**src/rtl/game_timer_ctrl_pkg.sv**
```systemverilog
// Shared types and constants for the round timer sequencing controller.
package game_timer_ctrl_pkg;
   localparam int TIMER_W          = 8;
   localparam int DEF_PRESCALE_DIV = 1000000;

   typedef enum logic [1:0] {
      IDLE    = 2'd0,
      RUN     = 2'd1,
      PAUSED  = 2'd2,
      EXPIRED = 2'd3
   } state_t;
endpackage

```
**src/rtl/game_timer_ctrl_tick_prescaler.sv**
```systemverilog
// Divides clk down to timer ticks: tick is combinational on the held count, one cycle in PRESCALE_DIV while run.
// Latency: zero cycles from count to tick; no backpressure, zero always wins over run.
module game_timer_ctrl_tick_prescaler
   import game_timer_ctrl_pkg::*;
#(
   parameter int PRESCALE_W   = 20,
   parameter int PRESCALE_DIV = DEF_PRESCALE_DIV
) (
   input  logic clk,
   input  logic reset,
   input  logic run,
   input  logic zero,
   output logic tick
);

   localparam logic [PRESCALE_W-1:0] LAST = PRESCALE_W'(PRESCALE_DIV - 1);

   logic [PRESCALE_W-1:0] count;

   assign tick = run && !zero && (count == LAST);

   always_ff @(posedge clk or negedge reset) begin
      if (!reset) begin
         count <= '0;
      end else if (zero) begin
         count <= '0;
      end else if (run) begin
         count <= (count == LAST) ? '0 : count + PRESCALE_W'(1);
      end
   end

endmodule

```
**src/rtl/game_timer_ctrl.sv**
```systemverilog
// Round timer sequencer: drives the external counter's enable/clear and flags time-up at the latched limit.
// Latency: all outputs registered, one cycle after the deciding inputs; no backpressure.
module game_timer_ctrl
   import game_timer_ctrl_pkg::*;
#(
   parameter int PRESCALE_W   = 20,
   parameter int PRESCALE_DIV = DEF_PRESCALE_DIV
) (
   input  logic               clk,
   input  logic               reset,
   input  logic               start,
   input  logic               abort,
   input  logic               pause,
   input  logic               resume,
   input  logic               frog_home,
   input  logic [TIMER_W-1:0] limit,
   input  logic [TIMER_W-1:0] cnt_value,
   output logic               cnt_enable,
   output logic               cnt_clear,
   output logic               time_up,
   output logic               running,
   output logic [1:0]         state
);

   state_t             state_q;
   state_t             state_d;
   logic [TIMER_W-1:0] limit_q;
   logic               hit;
   logic               tick;
   logic               run;
   logic               zero;
   logic               latch;
   logic               clear_d;
   logic               time_up_d;

   game_timer_ctrl_tick_prescaler #(
      .PRESCALE_W   (PRESCALE_W),
      .PRESCALE_DIV (PRESCALE_DIV)
   ) u_prescaler (
      .clk   (clk),
      .reset (reset),
      .run   (run),
      .zero  (zero),
      .tick  (tick)
   );

   // While cnt_clear is high the returned count is stale, so it must not be compared.
   assign hit = (state_q == RUN) && !cnt_clear && (cnt_value == limit_q);

   always_comb begin
      state_d   = state_q;
      run       = 1'b0;
      zero      = 1'b0;
      latch     = 1'b0;
      clear_d   = 1'b0;
      time_up_d = 1'b0;
      if (abort) begin
         state_d = IDLE;
         zero    = 1'b1;
      end else begin
         case (state_q)
            IDLE: begin
               if (start) begin
                  state_d = RUN;
                  latch   = 1'b1;
                  zero    = 1'b1;
               end
            end
            RUN: begin
               if (frog_home) begin
                  latch   = 1'b1;
                  zero    = 1'b1;
                  clear_d = 1'b1;
               end else if (hit) begin
                  state_d   = EXPIRED;
                  time_up_d = 1'b1;
               end else if (pause) begin
                  state_d = PAUSED;
               end else begin
                  run = 1'b1;
               end
            end
            PAUSED: begin
               if (frog_home) begin
                  state_d = RUN;
                  latch   = 1'b1;
                  zero    = 1'b1;
                  clear_d = 1'b1;
               end else if (resume) begin
                  state_d = RUN;
               end
            end
            EXPIRED: begin
               if (start) begin
                  state_d = RUN;
                  latch   = 1'b1;
                  zero    = 1'b1;
                  clear_d = 1'b1;
               end
            end
            default: state_d = IDLE;
         endcase
      end
      if (state_d == IDLE) begin
         clear_d = 1'b1;
      end
   end

   always_ff @(posedge clk or negedge reset) begin
      if (!reset) begin
         state_q    <= IDLE;
         limit_q    <= '0;
         cnt_enable <= 1'b0;
         cnt_clear  <= 1'b1;
         time_up    <= 1'b0;
         running    <= 1'b0;
      end else begin
         state_q    <= state_d;
         if (latch) begin
            limit_q <= limit;
         end
         // run is only high on cycles with no clear, hit or pause, so tick needs no further gating.
         cnt_enable <= tick;
         cnt_clear  <= clear_d;
         time_up    <= time_up_d;
         running    <= (state_d == RUN);
      end
   end

   assign state = state_q;

endmodule

```
**config.mk**
```make
export PLATFORM = sky130hd
export DESIGN_NAME = game_timer_ctrl
export DESIGN_NICKNAME = d
export VERILOG_FILES = /design/src/rtl/game_timer_ctrl_pkg.sv /design/src/rtl/game_timer_ctrl_tick_prescaler.sv /design/src/rtl/game_timer_ctrl.sv
export SDC_FILE = /design/constraint.sdc
export NUM_CORES = 1
export LEC_CHECK = 0
export ABC_AREA = 1
export BUFFER_PORTS_ARGS = -buffer_cell sky130_fd_sc_hd__buf_2
export CAP_MARGIN = 20
export CORE_AREA = 2 2 81 83
export CTS_CLUSTER_DIAMETER = 60
export DETAILED_ROUTE_END_ITERATION = 7
export DIE_AREA = 0 0 83 85
export GPL_ROUTABILITY_DRIVEN = 0
export PLACE_DENSITY = 0.55
export SLEW_MARGIN = 5
export SYNTH_ARGS = -nofsm -noshare
export SYNTH_HDL_FRONTEND = slang
export SYNTH_SLANG_ARGS = --single-unit
```
**constraint.sdc**
```tcl
create_clock -name clk -period 1.6 [get_ports clk]
set_input_delay 0.08 -clock clk [delete_from_list [all_inputs] [get_ports clk]]
set_output_delay 0.08 -clock clk [all_outputs]
set_load 0.005 [all_outputs]
```
==> results of run 1 <==
## metal layers
| metal | global-route usage, % | share of wire [%] | vias to the layer above |
|---|---|---|---|
| met5 | 0 | 0 | - |
| met4 | 4.769 | 1.1 | 0 |
| li1 | - | - | 1213 |
| met3 | 2.626 | 4.4 | 6 |
| met2 | 30.28 | 47 | 46 |
| met1 | 24.16 | 48 | 1080 |
## flip-flops by register name (all words and copies together) (netlist names)
name	flops
u_prescaler.count	20
limit_q	8
state	2
cnt_clear	1
cnt_enable	1
running	1
time_up	1
## worst max-delay path, cell delays in order (launching register included)
cell     delay (ps)
dfrtp_1         390
inv_2            80
buf_4           120
ha_4            200
nand2_2          90
o21ai_4          80
nor2_4          180
buf_4           140
buf_4           140
nand2_4          70
o21ai_1         130
## worst paths after layout
check / start / end / slack [ps] / cells past startpoint
worst max-delay path: state[1] / u_prescaler.count[8] / -100 / 10
worst min-delay path: limit[0] / limit_q[0] / 20 / 2
worst min register to register: limit_q[3] / limit_q[3] / 530 / 1
max in group asynchronous: reset / cnt_clear / 1070 / 3
worst max register to register: state[1] / u_prescaler.count[8] / -100 / 10
min in group asynchronous: reset / u_prescaler.count[6] / 280 / 3
## cell usage after synthesis (all sizes together)
cell    number
nand2       94
nor2        56
inv         45
nand3       36
dfrtp       33
o21ai       16
nand4        9
a21oi        7
xor2         7
ha           6
buf          4
nand3b       4
xnor2        4
mux2         3
o21bai       3
nor3         2
a211oi       1
clkbuf       1
dfstp        1
nor4         1
o31ai        1
## cells by family after synthesis
| group | after synthesis |
|---|---|
| simple gates | 202 |
| buf+inv | 50 |
| compound gates | 28 |
| xor+xnor | 11 |
| mux | 3 |
| flops | 34 |
| fa+ha+maj | 6 |
## cell type report
type / count / area, um^2
clock buffers: 6 / 82.58
clock inverters: 2 / 12.51
multi-input cells: 251 / 1453
flip-flops and latches: 34 / 854.6
inverters: 45 / 168.9
well taps: 77 / 96.34
fillers: 627 / 3020
repair buffers: 72 / 516.7
## stage by stage
stage,utilization (%),hold slack [ps],setup slack (ps),power (mW),instance area (um^2)
after detailed placement,45.65,58.31,-111.3,1.666,2833
after global placement,45.65,61.59,-58.39,1.663,2833
after global routing,51.32,26.91,-210.3,2.590,3184
after CTS,48.92,19.12,-85.11,2.404,3035
after floorplan,-,-215.6,-38.80,1.425,2390
final,51.32,24.60,-103.7,2.458,3184
## power by group
| part | switching, mW | internal, mW | leakage, nW |
|---|---|---|---|
| clock | 0.344 | 0.346 | 0.0472 |
| combinational | 0.396 | 0.346 | 1.03 |
| sequential | 0.0614 | 0.965 | 0.444 |
## what timing repair did
| action | 4_1_cts | 5_1_grt |
|---|---|---|
| resized for setup | 16 | 22 |
| hold buffers | 1 | 0 |
| cloned | 1 | 1 |
| buffers inserted | 4 | 8 |
| pin swaps | 9 | 10 |
| hold endpoints to repair | 34 | 0 |
| setup endpoints to repair | 30 | 31 |
==> flow_metrics.env, run 1 <==
export IMPL_rows=29
export IMPL_synthXorXnorAreaFrac_pct=4.171
export IMPL_area_growth_pct=37.87
export IMPL_synth_distinct_cells=29
export IMPL_nNetsFinal=438
export IMPL_fin_ws_ps=-103.7
export IMPL_crit_type="flip-flop to flip-flop"
export IMPL_final_common_cell="nand2_1"
export IMPL_n_antenna_cell=0
export IMPL_die_y_um=85
export IMPL_maxCapViolCount=0
export IMPL_seq_area_frac_synth_pct=36.89
export IMPL_die_w_um=83
export IMPL_tns_ps=-1517
export IMPL_avgRoutedWirePerCell_um=12.40
export IMPL_drc=0
export IMPL_fin_crit_sh_pct=106.5
export IMPL_h_tree_depth=2
export IMPL_grt_max_degree=35
export IMPL_track_usage_pct=17.92
export IMPL_layout_common_cells="nand2_1, nor2_1, inv_1"
export IMPL_synthSimpleGateAreaFrac_pct=38.68
export IMPL_synthTopCellsByArea="dfrtp_1, nand2_1, nor2_1"
export IMPL_startpoint_type="flip-flop"
export IMPL_layout_cells_non_filler=487
export IMPL_p_leak_nw=1.521
export IMPL_ys_ff_latch=34
export IMPL_vias=2345
export IMPL_clk_latency_ps=290
export IMPL_hold_violations=0
export IMPL_cp_max_fo=6
export IMPL_cts_num_sinks=34
export IMPL_port_buffer_count=28
export IMPL_cp_arrival_ps=1920
export IMPL_start_util_pct=37.23
export IMPL_yosysTopAreaCellShare_pct=35.75
export IMPL_drt_iter0_markers=123
export IMPL_cts_made_buffers=5
export IMPL_required_ps=1810
export IMPL_clk_pin_slew_ps=80
export IMPL_peakVddDrop_mv=0.6139
export IMPL_syn_inst=334
export IMPL_violations="setup timing"
export IMPL_drtPass1Iterations=4
export IMPL_synth_top_cell_by_area="dfrtp_1"
export IMPL_antenna_found_initial=0
export IMPL_drt_wl_total_um=6038
export IMPL_cts_root_buf="clkbuf_8"
export IMPL_outcome="finished, violations left"
export IMPL_yosysWarnings=0
export IMPL_drtAntennaViolNets=0
export IMPL_synth_top_family_by_area="simple AND/OR/NAND/NOR gates"
export IMPL_tightestPinTransition_ps=348.2
export IMPL_synth_mux_area_share_pct=1.463
export IMPL_rsz0062_at_grt="true"
export IMPL_fmax_mhz=587.0
export IMPL_final_layout_size_suffix_gt1_share_pct=33.66
export IMPL_end_kind="flip-flop"
export IMPL_grt_pass1_wl_um=10360
export IMPL_period_minus_slack_ps=1704
export IMPL_hpwl_um=4545
export IMPL_synthesis_area_um2=2310
export IMPL_viasPerCell=4.815
export IMPL_cts_tree="built"
export IMPL_place_inst=464
export IMPL_drv_slew=0
export IMPL_grt_pass1_vias=2239
export IMPL_syn_area_per_cell_um2=6.915
export IMPL_setup_viol=23
export IMPL_synth_fa_ha_area_share_pct=3.250
export IMPL_cts_buffer_depth=2
export IMPL_skew_ps=9.349
export IMPL_hp_class="input port to flip-flop"
export IMPL_core_um2=6205
export IMPL_p_per_area_nw_per_um2=771.8
export IMPL_relSlewSlack_pct=76.73
export IMPL_grt_overflow_total=0
export IMPL_num_io_pins=29
export IMPL_synth_compound_area_share_pct=7.096
export IMPL_die_area_um2=7055
export IMPL_syn_num_nets=363
Note: power is estimated with default switching activity, not from simulation.
==> run 2, diff against run 1 <==
--- a/config.mk
+++ b/config.mk
@@ -13,7 +13,6 @@
 export DETAILED_ROUTE_END_ITERATION = 7
 export DIE_AREA = 0 0 83 85
 export GPL_ROUTABILITY_DRIVEN = 0
-export PLACE_DENSITY = 0.55
 export SLEW_MARGIN = 5
 export SYNTH_ARGS = -nofsm -noshare
 export SYNTH_HDL_FRONTEND = slang
==> run 2 against run 1 <==
  * Worst setup slack improved by 34 ps
  * Critical path depth increased by 1
  * Largest power group unchanged
  * The run still ends with setup timing left
  * Clock power decreased by 3.2%
==> flow_metrics.env, run 2 (same netlist as run 1, synthesis figures left out) <==
export IMPL_fin_crit_sh_pct=104.4
export IMPL_fillers=592
export IMPL_peakVddDrop_mv=0.4370
export IMPL_grt_max_degree=20
export IMPL_reg2regPathDepth=11
export IMPL_hp_class="input port to flip-flop"
export IMPL_viasPerCell=4.942
export IMPL_regMostFlops="u_prescaler.count"
export IMPL_cts_num_sinks=34
export IMPL_rsz0062_at_grt="true"
export IMPL_required_ps=1770
export IMPL_core_um2=6205
export IMPL_p_leak_nw=1.523
export IMPL_die_w_um=83
export IMPL_clk_pin_slew_ps=70
export IMPL_hp_start="limit[0]"
export IMPL_drt_iter0_markers=126
export IMPL_rrSetupSlack_ps=-70
export IMPL_r2r_start="state[1]"
export IMPL_min_path_cells=2
export IMPL_track_usage_pct=18.00
export IMPL_drv_slew=0
export IMPL_cp_max_fo=7
export IMPL_tightestPinTransition_ps=406.3
export IMPL_setup_viol=23
export IMPL_rows=29
export IMPL_drtPass1Iterations=4
export IMPL_period_minus_slack_ps=1670
export IMPL_fin_util_pct=52.15
export IMPL_timing_hold_ws_ps=20.78
export IMPL_crit_type="flip-flop to flip-flop"
export IMPL_clk_latency_ps=290
export IMPL_p_per_area_nw_per_um2=782.9
export IMPL_fmax_mhz=598.8
export IMPL_outcome="finished, violations left"
export IMPL_cts_buffer_depth=2
export IMPL_antenna_found_initial=0
export IMPL_cts_tree="built"
export IMPL_relSlewSlack_pct=72.91
export IMPL_layout_common_cells="nand2_1, nor2_1, inv_1"
export IMPL_n_antenna_cell=0
export IMPL_grt_overflow_total=0
export IMPL_area_growth_pct=40.09
export IMPL_grt_pass1_wl_um=10270
export IMPL_multiInputGateArea_um2=1523
export IMPL_avgRoutedWirePerCell_um=13.16
export IMPL_final_common_cell="nand2_1"
export IMPL_num_io_pins=29
export IMPL_cts_root_buf="clkbuf_8"
export IMPL_die_area_um2=7055
export IMPL_place_inst=464
export IMPL_startpoint_type="flip-flop"
export IMPL_hpwl_um=4629
export IMPL_hold_end="limit_q[0]"
export IMPL_drt_wl_total_um=6371
export IMPL_h_tree_depth=2
export IMPL_violations="setup timing"
export IMPL_drc=0
export IMPL_nNetsFinal=435
export IMPL_end_kind="flip-flop"
export IMPL_final_layout_size_suffix_gt1_share_pct=35.87
export IMPL_largest_register_ffs=20
export IMPL_r2r_end="u_prescaler.count[3]"
export IMPL_fin_ws_ps=-70.01
export IMPL_start_util_pct=37.23
export IMPL_maxCapViolCount=0
export IMPL_vias=2392
export IMPL_hold_violations=0
export IMPL_die_y_um=85
export IMPL_tns_ps=-835.2
export IMPL_skew_ps=6.267
export IMPL_port_buffer_count=28
export IMPL_layout_cells_non_filler=484
export IMPL_grt_pass1_vias=2253
export IMPL_ff_latch_area_um2=853.3
export IMPL_place_ws_ps=-130.4
export IMPL_cts_made_buffers=5
export IMPL_drtAntennaViolNets=0
export IMPL_cp_arrival_ps=1840
## run 2: changes by cell type in the layout (fill, tap and decap cells not counted), sizes merged
cell,before,now
buf,71,69
clkbuf,6,8
clkinv,1,0
clkinvlp,1,0
nand2,95,94
## run 2: worst max-delay path by stage
stage / startpoint / end / slack (ps) / cells after the start
floorplan: state[1] / u_prescaler.count[6] / -40 / 11
global placement: state[1] / u_prescaler.count[11] / -90 / 11
detailed placement: state[1] / u_prescaler.count[0] / -130 / 11
CTS: state[1] / u_prescaler.count[10] / -80 / 11
global route: state[1] / u_prescaler.count[1] / -210 / 11
finish: state[1] / u_prescaler.count[3] / -70 / 11
## run 2: stage by stage
| step | power [mW] | cell area (um^2) |
|---|---|---|
| after CTS | 2.376 | 3013 |
| after detailed placement | 1.671 | 2833 |
| after global placement | 1.662 | 2833 |
| after global routing | 2.671 | 3236 |
| after floorplan | 1.425 | 2390 |
| final | 2.533 | 3236 |
## run 2: worst max-delay path, cell delays in order, from the launching register on
cell and delay, ps:
dfrtp_1 390, inv_2 90, ha_4 130, inv_2 30
nor2_2 70, nand2_1 60, nor2_2 110, nand3_2 120
o21bai_4 250, nand2_4 140, nand2_1 80, o21ai_1 60
## run 2: metal layers
layer / routed length [um] / vias to the layer above / GRT usage (%)
li1: - / 1210 / -
met1: 2840 / 1132 / 22.82
met3: 182 / 7 / 2.043
met5: 0 / - / 0
met4: 99 / 0 / 5.812
met2: 3249 / 43 / 32.11
## run 2: power by group
| part | switching [mW] | internal (mW) | leakage (nW) | total [mW] |
|---|---|---|---|---|
| clock network | 0.317 | 0.351 | 0.0455 | 0.668 |
| registers | 0.0662 | 0.966 | 0.446 | 1.03 |
| logic | 0.450 | 0.383 | 1.03 | 0.833 |
| total | 0.833 | 1.70 | 1.52 | 2.53 |
## run 2: what timing repair did
action,CTS,global route
pin swaps,7,11
endpoints found under the hold margin,14,0
gates cloned,1,1
hold buffers,1,0
endpoints found under the setup margin,23,33
setup buffers,3,6
resized for setup,14,49
## run 2: area by class of cell
class | count | share of cell area (%)
sequential | 34 | 26.37
inverter | 45 | 5.220
clock buffer | 8 | 2.784
tap | 77 | 2.978
multi-input combinational | 250 | 47.06
timing repair buffer | 70 | 15.58
==> run 3, diff against run 2 <==
--- a/config.mk
+++ b/config.mk
@@ -6,12 +6,12 @@
 export NUM_CORES = 1
 export LEC_CHECK = 0
 export ABC_AREA = 1
-export BUFFER_PORTS_ARGS = -buffer_cell sky130_fd_sc_hd__buf_2
 export CAP_MARGIN = 20
 export CORE_AREA = 2 2 81 83
 export CTS_CLUSTER_DIAMETER = 60
 export DETAILED_ROUTE_END_ITERATION = 7
 export DIE_AREA = 0 0 83 85
+export DONT_BUFFER_PORTS = 1
 export GPL_ROUTABILITY_DRIVEN = 0
 export SLEW_MARGIN = 5
 export SYNTH_ARGS = -nofsm -noshare
==> run 3 against run 2 <==
  * The flow still finishes with violations (setup timing)
  * Fmax shrank 1.3%
  * Routed wire length is 2.3% higher
  * Largest power group unchanged
  * Sequential share of layout area rose by 0.61 points
  * Global-route usage about the same
  * Register-to-register slack got worse by 20 ps
  * Clock skew shrank 4.0 ps
  * Critical path type unchanged
==> flow_metrics.env, run 3 (same netlist as run 1, synthesis figures left out) <==
export IMPL_clk_latency_ps=300
export IMPL_grt_overflow_total=0
export IMPL_rrSetupSlack_ps=-90
export IMPL_cp_max_fo=5
export IMPL_largest_register_ffs=20
export IMPL_rsz0062_at_grt="true"
export IMPL_cts_made_buffers=5
export IMPL_avgRoutedWirePerCell_um=13.84
export IMPL_cpMaxStageDelayCell="dfrtp_1"
export IMPL_setup_viol=21
export IMPL_regMostFlops="u_prescaler.count"
export IMPL_core_um2=6205
export IMPL_end_kind="flip-flop"
export IMPL_fmax_mhz=591.0
export IMPL_grt_max_degree=35
export IMPL_drtAntennaViolNets=0
export IMPL_drtPass1Iterations=5
export IMPL_h_tree_depth=2
export IMPL_reg2regPathDepth=11
export IMPL_peakVddDrop_mv=0.3784
export IMPL_r2r_end="u_prescaler.count[7]"
export IMPL_fin_util_pct=50.98
export IMPL_cts_num_sinks=34
export IMPL_area_growth_pct=36.94
export IMPL_clk_pin_slew_ps=70
export IMPL_vias=2335
export IMPL_hold_violations=0
export IMPL_relSlewSlack_pct=76.84
export IMPL_cp_arrival_ps=1920
export IMPL_required_ps=1830
export IMPL_timing_hold_ws_ps=112.1
export IMPL_drt_wl_total_um=6518
export IMPL_rows=29
export IMPL_critPathMaxStageDelay_ps=390
export IMPL_die_w_um=83
export IMPL_n_antenna_cell=0
export IMPL_fin_ws_ps=-91.95
export IMPL_layout_common_cells="nand2_1, nor2_1, inv_1, buf_4, dfrtp_1"
export IMPL_fin_crit_sh_pct=105.7
export IMPL_seqPwrFrac_pct=42.6
export IMPL_tns_ps=-1337
export IMPL_drv_slew=0
export IMPL_hpwl_um=4525
export IMPL_period_minus_slack_ps=1692
export IMPL_die_area_um2=7055
export IMPL_cts_tree="built"
export IMPL_drc=0
export IMPL_final_common_cell="nand2_1"
export IMPL_nNetsFinal=422
export IMPL_cts_buffer_depth=2
export IMPL_outcome="finished, violations left"
export IMPL_p_per_area_nw_per_um2=768.3
export IMPL_finalPower_mw=2.430
export IMPL_port_buffer_count=0
export IMPL_startpoint_type="flip-flop"
export IMPL_power_frac_clock_pct=28.8
export IMPL_start_util_pct=37.23
export IMPL_comb_power_share_pct=28.6
export IMPL_violations="setup timing"
export IMPL_swShare_pct=33.41
export IMPL_cp_cell_sequence="inv_2, ha_4, inv_2, nor2_2, nand2_1, nor2_2, nand3_2, o21bai_4, clkbuf_16, nand3_2, o21ai_1"
export IMPL_drt_iter0_markers=110
export IMPL_crit_start="state[1]"
export IMPL_antenna_found_initial=0
export IMPL_cts_root_buf="clkbuf_8"
export IMPL_die_y_um=85
export IMPL_grt_pass1_vias=2159
export IMPL_viasPerCell=4.958
export IMPL_final_layout_size_suffix_gt1_share_pct=27.66
export IMPL_intPower_mw=1.618
export IMPL_p_leak_nw=1.464
export IMPL_r2r_start="state[1]"
export IMPL_maxCapViolCount=0
export IMPL_tightestPinTransition_ps=346.6
export IMPL_hp_class="input port to flip-flop"
export IMPL_track_usage_pct=18.04
export IMPL_netSwitchingPower_mw=0.8119
export IMPL_grt_pass1_wl_um=10160
export IMPL_skew_ps=2.274
export IMPL_endpoint="u_prescaler.count[7]"
export IMPL_num_io_pins=29
export IMPL_crit_type="flip-flop to flip-flop"
[run 3: changes by cell type in the layout (fill, tap and decap cells not counted), sizes merged]
cell | before | now
dlygate4sd3 | 1 | 12
clkbuf | 8 | 7
nand2 | 94 | 95
clkinv | 0 | 1
buf | 69 | 43
clkinvlp | 0 | 1
[run 3: worst min path at each step]
stage,depth (start not counted),end,from,slack (ps)
3_5_place_dp,0,state[0],reset,-210
2_1_floorplan,0,cnt_enable,reset,-220
4_1_cts,3,state[0],abort,0.5
6_report,5,u_prescaler.count[6],abort,110
3_3_place_gp,0,state[0],reset,-210
5_1_grt,4,u_prescaler.count[15],abort,130
[run 3: power groups by stage]
stage          logic (mW)  clock network [mW]  registers, mW
3_3_place_gp        0.549                   0           1.05
4_1_cts             0.637               0.717           1.03
6_report            0.696               0.700           1.03
3_5_place_dp        0.559                   0           1.05
5_1_grt             0.776               0.753           1.05
2_1_floorplan       0.387                   0           1.04
[run 3: area by class of cell]
| cell class | count | area [um^2] |
|---|---|---|
| fill | 599 | 3042 |
| multi-input combinational | 251 | 1450 |
| sequential | 34 | 853.3 |
| timing repair buffer | 56 | 499.2 |
| inverter | 45 | 168.9 |
| tap | 77 | 96.34 |
| clock buffer | 6 | 82.58 |
| clock inverter | 2 | 12.51 |
[run 3: per-stage QoR]
stage | std cells | cell area (um^2) | worst slack, ps
global placement | 443 | 2733 | -95.50
CTS | 465 | 3012 | -58.25
detailed placement | 443 | 2733 | -115.8
global route | 471 | 3163 | -234.4
finish | 471 | 3163 | -91.95
floorplan | 334 | 2390 | -38.80
[run 3: worst max-delay path: cells and delay by family, from the launching register on]
kind,cells,cell delay (ps)
AND/OR/NAND/NOR,5,430
buffers and inverters,3,340
flip-flops,1,390
adder cells (fa/ha/maj),1,140
AO/OA/AOI/OAI,2,330
[run 3: timing repair]
item	CTS	global route
gates resized for setup	10	23
setup endpoints to repair	23	31
endpoints found under the hold margin	44	2
pin swaps	3	10
hold buffers	12	1
buffers inserted	2	3
gates cloned	0	2
[run 3: per-layer routing]
metal  track usage (%)  routed length, um  vias up
met4             8.346                153        0
li1                  -                  -     1186
met1             21.91               2883     1084
met5                 0                  0        -
met2             30.87               3272       50
met3             3.696                208       15
